[config.mk]
export PLATFORM = sky130hd
export DESIGN_NAME = output_ieee_stream
export DESIGN_NICKNAME = d
export VERILOG_FILES = /design/src/rtl/flopoco_pkg.sv /design/src/rtl/flopoco_classify.sv /design/src/rtl/output_ieee_stream.sv
export SDC_FILE = /design/constraint.sdc
export NUM_CORES = 1
export LEC_CHECK = 0
export ABC_AREA = 0
export ABC_CLOCK_PERIOD_IN_PS = 4200
export BUFFER_PORTS_ARGS = -buffer_cell sky130_fd_sc_hd__buf_2
export CAP_MARGIN = 0
export CORE_ASPECT_RATIO = 2
export CORE_MARGIN = 2
export CORE_UTILIZATION = 53
export CTS_CLUSTER_SIZE = 10
export DETAILED_ROUTE_END_ITERATION = 12
export GPL_ROUTABILITY_DRIVEN = 0
export PLACE_DENSITY = 0.8
export SYNTH_ARGS = -nofsm -noshare
export SYNTH_HDL_FRONTEND = slang
export SYNTH_SLANG_ARGS = --single-unit
[constraint.sdc]
create_clock -name clk -period 4.2 [get_ports clk]
set_input_delay 0.21 -clock clk [delete_from_list [all_inputs] [get_ports clk]]
set_output_delay 0.21 -clock clk [all_outputs]
set_load 0.005 [all_outputs]
[src/rtl/flopoco_pkg.sv]
// flopoco_pkg: shared widths, exception codes and result classes for FloPoCo-to-IEEE conversion
package flopoco_pkg;
  localparam int WE = 8;
  localparam int WF = 23;
  localparam int FLOPOCO_W = 34;
  localparam logic [1:0] EXN_ZERO = 2'b00;
  localparam logic [1:0] EXN_NORM = 2'b01;
  localparam logic [1:0] EXN_INF = 2'b10;
  localparam logic [1:0] EXN_NAN = 2'b11;
  localparam logic [31:0] IEEE_QNAN = 32'h7FC00000;
  typedef enum logic [2:0] {CLS_ZERO, CLS_NORM, CLS_FLUSH, CLS_OVF, CLS_INF, CLS_NAN} cls_t;
endpackage

[src/rtl/flopoco_classify.sv]
// flopoco_classify: combinational map of a FloPoCo word to its result class and IEEE single word
module flopoco_classify
  import flopoco_pkg::*;
(
  input  logic [FLOPOCO_W-1:0] word,
  output cls_t                 cls,
  output logic [31:0]          ieee
);
  logic [1:0] exn;
  logic sgn;
  logic [WE-1:0] e;
  logic [WF-1:0] f;
  assign {exn, sgn, e, f} = word;
  always_comb begin
    cls = exn == EXN_ZERO ? CLS_ZERO :
          exn == EXN_INF  ? CLS_INF  :
          exn == EXN_NAN  ? CLS_NAN  :
          e == '0         ? CLS_FLUSH :
          &e              ? CLS_OVF  : CLS_NORM;
    ieee = cls == CLS_NAN  ? IEEE_QNAN :
           cls == CLS_NORM ? {sgn, e, f} :
           (cls == CLS_INF || cls == CLS_OVF) ? {sgn, {WE{1'b1}}, {WF{1'b0}}} :
           {sgn, {(WE+WF){1'b0}}};
  end
endmodule

[src/rtl/output_ieee_stream.sv]
// output_ieee_stream: 2-stage ready/valid FloPoCo-to-IEEE converter with saturating exception counters
module output_ieee_stream
  import flopoco_pkg::*;
#(
  parameter int CNT_W = 16
) (
  input  logic                 clk,
  input  logic                 rst,
  input  logic                 in_valid,
  output logic                 in_ready,
  input  logic [FLOPOCO_W-1:0] in_data,
  output logic                 out_valid,
  input  logic                 out_ready,
  output logic [31:0]          out_data,
  input  logic                 clr_cnt,
  output logic [CNT_W-1:0]     nan_cnt,
  output logic [CNT_W-1:0]     inf_cnt,
  output logic [CNT_W-1:0]     flush_cnt
);
  logic s1_valid, en1, en2, hs;
  logic [FLOPOCO_W-1:0] s1_word;
  logic [31:0] s1_ieee;
  cls_t s1_cls, s2_cls;
  flopoco_classify u_classify (.word(s1_word), .cls(s1_cls), .ieee(s1_ieee));
  assign en2 = !out_valid || out_ready;
  assign en1 = !s1_valid || en2;
  assign in_ready = en1;
  assign hs = out_valid && out_ready;
  function automatic logic [CNT_W-1:0] bump(input logic [CNT_W-1:0] c, input logic hit);
    return (hit && !(&c)) ? c + 1'b1 : c;
  endfunction
  always_ff @(posedge clk or posedge rst) begin
    if (rst) begin
      s1_valid <= 1'b0;
      s1_word <= '0;
      out_valid <= 1'b0;
      out_data <= '0;
      s2_cls <= CLS_ZERO;
      nan_cnt <= '0;
      inf_cnt <= '0;
      flush_cnt <= '0;
    end else begin
      if (en1) begin
        s1_valid <= in_valid;
        if (in_valid) s1_word <= in_data;
      end
      // out_data only moves when a real word arrives, so bubbles leave it untouched
      if (en2) begin
        out_valid <= s1_valid;
        if (s1_valid) begin
          out_data <= s1_ieee;
          s2_cls <= s1_cls;
        end
      end
      nan_cnt <= clr_cnt ? '0 : bump(nan_cnt, hs && s2_cls == CLS_NAN);
      inf_cnt <= clr_cnt ? '0 : bump(inf_cnt, hs && (s2_cls == CLS_INF || s2_cls == CLS_OVF));
      flush_cnt <= clr_cnt ? '0 : bump(flush_cnt, hs && s2_cls == CLS_FLUSH);
    end
  end
endmodule

==> results of run 1 <==
-- cells in the mapped netlist, drive strengths merged --
master	count	area, um^2
a21boi	1	7.51
and3	7	43.8
dfrtp	119	2980
nor3b	2	15.0
xor2	8	70.1
and4	4	35.0
mux2i	5	50.1
and3b	1	8.76
nand4	15	93.8
buf	1	5.00
nor2b	2	12.5
a2111oi	1	8.76
inv	5	18.8
nand4b	2	17.5
o31ai	3	22.5
a311oi	2	17.5
nand2b	4	25.0
nor3	12	65.1
and2	2	12.5
a41oi	1	8.76
nor2	56	210
mux2	34	383
nor4	15	93.8
or4	3	22.5
nor4b	1	8.76
nand2	78	293
and4b	2	20.0
ha	3	37.5
o2111ai	1	8.76
nand3b	2	15.0
xnor2	27	236
a21oi	17	85.1
o21ai	32	160
or3	5	31.3
nand3	21	105
clkbuf	19	71.3
a211oi	6	45.0
o211ai	1	7.51
-- final timing paths --
| path | start | end | slack (ns) | cells past startpoint |
|---|---|---|---|---|
| setup / recovery | inf_cnt[0] | inf_cnt[6] | 1.81 | 6 |
| max in group asynchronous | rst | nan_cnt[2] | 3.08 | 3 |
| hold / removal | in_data[24] | s1_word[24] | 0.02 | 2 |
| min in group asynchronous | rst | out_data[25] | 0.03 | 2 |
| hold reg to reg | out_data[8] | out_data[8] | 0.47 | 2 |
| setup reg to reg | inf_cnt[0] | inf_cnt[6] | 1.81 | 6 |
-- flip-flops by register name (all words and copies together) (netlist names) --
signal and flops:
s1_word 34, s2_cls 3, s1_valid 1, nan_cnt 16, flush_cnt 16, inf_cnt 16, out_data 32, out_valid 1
-- metal layers --
metal / vias to the layer above / part of all wire (%) / global-route usage (%)
met5: - / 0 / 0
met4: 0 / 3.1 / 11.5
met3: 36 / 4.9 / 5.80
met2: 148 / 57 / 43.2
met1: 2173 / 35 / 26.0
li1: 2073 / - / -
-- power by group --
group	switching, mW	leakage, nW	internal [mW]
Sequential	0.0749	1.54	1.26
Combinational	0.167	1.23	0.139
Clock	0.557	0.275	0.829
-- worst max-delay path, cell delays in order (launching register included) --
cell     delay, ns
dfrtp_1       0.47
ha_1          0.26
nand4_1       0.16
nor4_1        0.90
nor4b_1       0.17
xnor2_1       0.21
nor2_1        0.06
-- logic make-up (layout without fill, tap and decap cells) --
| family | after synthesis | in the layout | share of synthesized area [%] |
|---|---|---|---|
| buffers and inverters | 25 | 162 | 1.78 |
| AND/OR/NAND/NOR | 234 | 234 | 21.1 |
| flip-flops | 119 | 119 | 55.7 |
| XOR/XNOR | 35 | 35 | 5.73 |
| adder cells (fa/ha/maj) | 3 | 3 | 0.702 |
| multiplexers | 39 | 39 | 8.09 |
| AO/OA/AOI/OAI | 65 | 65 | 6.95 |
-- layout make-up --
cell class	count	area [um^2]	share of cell area [%]
repair buffers	125	641	9.63
clock buffers	18	429	6.45
multi-input cells	376	2280	34.2
inverters	5	21.3	0.320
flip-flops and latches	119	2980	44.8
clock inverters	14	140	2.11
well taps	132	165	2.48
==> impl_metrics.env, run 1 <==
export IMPL_cap_violations=0
export IMPL_vias=4430
export IMPL_cts_max_path_buffers=2
export IMPL_time_the_worst_path_needs_with_i_o_delays_and_setup_ns=2.39
export IMPL_fin_worst_skew_ns=0.0137
export IMPL_clock_root_buffer="clkbuf_16"
export IMPL_leakage_nw=3.04
export IMPL_post_layout_total_power_mw=3.02
export IMPL_setup_total_negative_slack_ns=0
export IMPL_ir_worst_vdd_mv=0.378
export IMPL_fin_crit_sh_pct=56.9
export IMPL_crit_fanout=8
export IMPL_fin_worst_hold_slack_ns=0.0248
export IMPL_vias_per_cell=5.61
export IMPL_syn_area_mm2=0.00535
export IMPL_placement_io_buffers=120
export IMPL_placed_cell_area_mm2=0.00607
export IMPL_final_core_utilization_pct=68.1
export IMPL_drive_gt1_share_pct=29.1
export IMPL_die_area_mm2=0.0110
export IMPL_fillCellCount=776
export IMPL_ys_types=39
export IMPL_clk_latency_worst_skew_pair_ns=0.41
export IMPL_worst_ep_arrival_time_ns=2.64
export IMPL_grt_overflow=0
export IMPL_post_route_worst_setup_slack_ns=1.81
export IMPL_drc_violation_count_after_routing=0
export IMPL_post_cts_buffers=0
export IMPL_slew_viol_final=0
export IMPL_first_global_vias=4471
export IMPL_core_area_mm2=0.00976
export IMPL_maximum_number_of_pins_on_one_net_before_global_route_repair=87
export IMPL_synth_warnings=0
export IMPL_drt_first_iter_violations=258
export IMPL_final_cell_count_no_fill=789
export IMPL_num_rows=51
export IMPL_ctsResizeCount=0
export IMPL_cts_sinks=119
export IMPL_final_area_mm2=0.00665
export IMPL_drtAntennaViolNets=0
export IMPL_hold_viol=0
export IMPL_tightestPinTransition_ns=1.19
export IMPL_floorplan_die_width_um=75.0
export IMPL_grt_antenna_before_repair=0
export IMPL_layout_common_cells="buf_2 (120), dfrtp_1 (119), nand2_1 (78)"
export IMPL_syn_inst_count=520
export IMPL_hpwl_dp_um=8830
export IMPL_worstSetupPathType="reg -> reg"
export IMPL_routed_wirelength_um=12600
export IMPL_grt_pass1_wl_um=20700
export IMPL_relSlewSlack_pct=20.4
export IMPL_final_setup_violation_count=0
export IMPL_worstHoldPathType="in -> reg"
export IMPL_powerDensity_mw_per_mm2=455
export IMPL_synthToLayoutAreaGrowth_pct=24.3
export IMPL_fmax_mhz=418
export IMPL_cts_tree="yes"
export IMPL_placement_setup_worst_slack_ns=1.86
export IMPL_antenna_diode_count=0
export IMPL_initial_standard_cell_utilization_of_the_core_pct=54.8
export IMPL_number_of_buffers_added_by_the_clock_tree_synthesis_step=17
export IMPL_grt_util_all_layers_pct=24.4
export IMPL_drt_wirelength_per_cell_um=15.9
export IMPL_outcome="complete, no violations"
export IMPL_crit_path_start_kind="flip-flop"
export IMPL_yosysSeqAreaShare_pct=55.7
export IMPL_design_portCount=121
export IMPL_clk_pin_slew_ns=0.06
export IMPL_postSynthRegisterBits=119
export IMPL_finalNetCount=686
export IMPL_mostFrequentLayoutCell="buf_2"
export IMPL_rsz0062_at_grt="false"
export IMPL_syn_area_per_cell_um2=10.3
export IMPL_cp_end_kind="flip-flop"
export IMPL_syn_num_nets=562
export IMPL_worst_endpoint_required_ns=4.45
export IMPL_cts_hold_buf=1
export IMPL_ctsHtreeMaxLevel=4
export IMPL_detail_route_first_pass_iterations=5
export IMPL_die_h_um=146
export IMPL_dp_cells=756
No activity file was read; power rests on OpenSTA's default activity.
==> run 2, diff against run 1 <==
--- a/config.mk
+++ b/config.mk
@@ -6,7 +6,7 @@
 export NUM_CORES = 1
 export LEC_CHECK = 0
 export ABC_AREA = 0
-export ABC_CLOCK_PERIOD_IN_PS = 4200
+export ABC_CLOCK_PERIOD_IN_PS = 2400
 export BUFFER_PORTS_ARGS = -buffer_cell sky130_fd_sc_hd__buf_2
 export CAP_MARGIN = 0
 export CORE_ASPECT_RATIO = 2
==> constraint.sdc (replaced) <==
create_clock -name clk -period 2.4 [get_ports clk]
set_input_delay 0.12 -clock clk [delete_from_list [all_inputs] [get_ports clk]]
set_output_delay 0.12 -clock clk [all_outputs]
set_load 0.005 [all_outputs]
==> impl_metrics.env, run 2 (synthesis gave the netlist of run 1 again) <==
export IMPL_cp_end_kind="flip-flop"
export IMPL_floorplan_die_width_um=75.0
export IMPL_clkPwrFrac_pct=45.4
export IMPL_cts_max_path_buffers=2
export IMPL_drive_gt1_share_pct=27.9
export IMPL_max_flop_register="s1_word"
export IMPL_ctsHtreeMaxLevel=4
export IMPL_time_the_worst_path_needs_with_i_o_delays_and_setup_ns=2.02
export IMPL_fmax_mhz=496
export IMPL_first_global_vias=4880
export IMPL_fillCellCount=694
export IMPL_cp_num_buf_inv=0
export IMPL_cap_violations=0
export IMPL_setup_total_negative_slack_ns=0
export IMPL_die_h_um=146
export IMPL_vias=4618
export IMPL_design_portCount=121
export IMPL_placement_io_buffers=120
export IMPL_crit_fanout=7
export IMPL_worstPathCellList="and3_1 > nand4_1 > or4_1 > or3_1 > a21oi_1"
export IMPL_worst_setup_path_startpoint="nan_cnt[2]"
export IMPL_outcome="complete, no violations"
export IMPL_relSlewSlack_pct=41.8
export IMPL_leakage_nw=3.21
export IMPL_grt_antenna_before_repair=0
export IMPL_clk_latency_worst_skew_pair_ns=0.41
export IMPL_finalNetCount=728
export IMPL_grt_overflow=0
export IMPL_clock_root_buffer="clkbuf_16"
export IMPL_grt_pass1_wl_um=22200
export IMPL_cts_tree="yes"
export IMPL_largest_registers_in_the_final_layout="s1_word x34, out_data x32"
export IMPL_worst_ep_arrival_time_ns=2.34
export IMPL_num_rows=51
export IMPL_post_cts_buffers=0
export IMPL_sequentialPowerShare_pct=43.2
export IMPL_worst_endpoint_required_ns=2.72
export IMPL_regToRegEndpoint="nan_cnt[13]"
export IMPL_internal_power_mw=4.05
export IMPL_r2r_worst_path_cells=5
export IMPL_sw_frac_of_total_pct=25.1
export IMPL_worst_path_slowest_cell="or4_1"
export IMPL_drtAntennaViolNets=0
export IMPL_core_area_mm2=0.00976
export IMPL_clk_pin_slew_ns=0.05
export IMPL_antenna_diode_count=0
export IMPL_die_area_mm2=0.0110
export IMPL_worstHoldPathType="in -> reg"
export IMPL_combinationalPowerShare_pct=11.5
export IMPL_layout_common_cells="buf_2 (120), dfrtp_1 (119), nand2_1 (78)"
export IMPL_hpwl_dp_um=8710
export IMPL_number_of_buffers_added_by_the_clock_tree_synthesis_step=17
export IMPL_critical_path_endpoint="nan_cnt[13]"
export IMPL_final_setup_violation_count=0
export IMPL_worstSetupPathType="reg -> reg"
export IMPL_critical_path_max_stage_delay_ns=0.61
export IMPL_rsz0062_at_grt="false"
export IMPL_switchingPower_mw=1.36
export IMPL_initial_standard_cell_utilization_of_the_core_pct=54.8
export IMPL_timing_critical_path_depth=5
export IMPL_drt_wirelength_per_cell_um=16.3
export IMPL_synthToLayoutAreaGrowth_pct=32.4
export IMPL_regToRegSetupSlack_ns=0.38
export IMPL_final_area_mm2=0.00709
export IMPL_hold_viol=0
export IMPL_routed_wirelength_um=13600
export IMPL_path_delay_family="simple AND/OR/NAND/NOR gates"
export IMPL_tightestPinTransition_ns=0.873
export IMPL_drc_violation_count_after_routing=0
export IMPL_placed_cell_area_mm2=0.00615
export IMPL_drt_first_iter_violations=202
export IMPL_worst_r2r_startpoint="nan_cnt[2]"
export IMPL_max_ffs_per_register=34
export IMPL_powerDensity_mw_per_mm2=763
export IMPL_maximum_number_of_pins_on_one_net_before_global_route_repair=120
export IMPL_crit_path_start_kind="flip-flop"
export IMPL_cts_sinks=119
export IMPL_fin_crit_sh_pct=84.0
export IMPL_mostFrequentLayoutCell="buf_2"
export IMPL_vias_per_cell=5.56
export IMPL_grt_util_all_layers_pct=26.3
export IMPL_detail_route_first_pass_iterations=4
export IMPL_fin_worst_skew_ns=0.0108
export IMPL_slew_viol_final=0
export IMPL_ir_worst_vdd_mv=0.574
## run 2: cell type report
type	instances	area, um^2	share of cell area [%]
Clock inverter	10	124	1.75
Tap cell	132	165	2.33
Timing Repair Buffer	167	1070	15.1
Inverter	5	22.5	0.318
Clock buffer	21	450	6.36
Sequential cell	119	2980	42.0
Multi-Input combinational cell	376	2280	32.1
## run 2: what timing repair did
action | in CTS | in global routing
endpoints found under the hold margin | 154 | 0
gates resized for setup | 0 | 0
hold buffers | 36 | 0
## run 2: worst min-delay path by stage
stage | from | end | slack (ns) | depth (start not counted)
detailed placement | in_valid | s1_valid | 0.34 | 2
CTS | out_ready | out_valid | 0.08 | 3
floorplan | in_valid | s1_valid | 0.23 | 1
global placement | in_valid | s1_valid | 0.34 | 2
finish | out_ready | out_valid | 0.1 | 3
global route | out_ready | out_valid | 0.15 | 3
## run 2: tightest hold or removal path, stage by stage
cell	delay, ns
buf_2	0.13
nand2b_1	0.15
nand2b_1	0.06
## run 2: per-stage QoR
step	total power, mW	util (%)	worst slack, ns	cells	hold slack [ns]
floorplan	2.66	-	0.509	520	0.228
global placement	2.89	63.0	0.440	763	0.336
detailed placement	2.92	63.0	0.421	763	0.342
CTS	5.42	72.6	0.394	830	0.0785
global route	5.62	72.6	0.236	830	0.145
finish	5.41	72.6	0.384	830	0.0971
## run 2: power groups by stage
stage / clock network [mW] / registers, mW / logic [mW]
final: 2.45 / 2.34 / 0.619
after global routing: 2.57 / 2.36 / 0.687
after floorplan: 0 / 2.34 / 0.317
after global placement: 0 / 2.35 / 0.543
after detailed placement: 0 / 2.36 / 0.565
after CTS: 2.48 / 2.33 / 0.613
## run 2: per-layer routing
metal | GRT usage, % | wire length [um] | vias up
met5 | 0 | 0 | -
met4 | 12.3 | 369 | 0
met3 | 6.07 | 585 | 35
met2 | 46.4 | 7600 | 146
met1 | 28.3 | 5000 | 2272
li1 | - | - | 2165
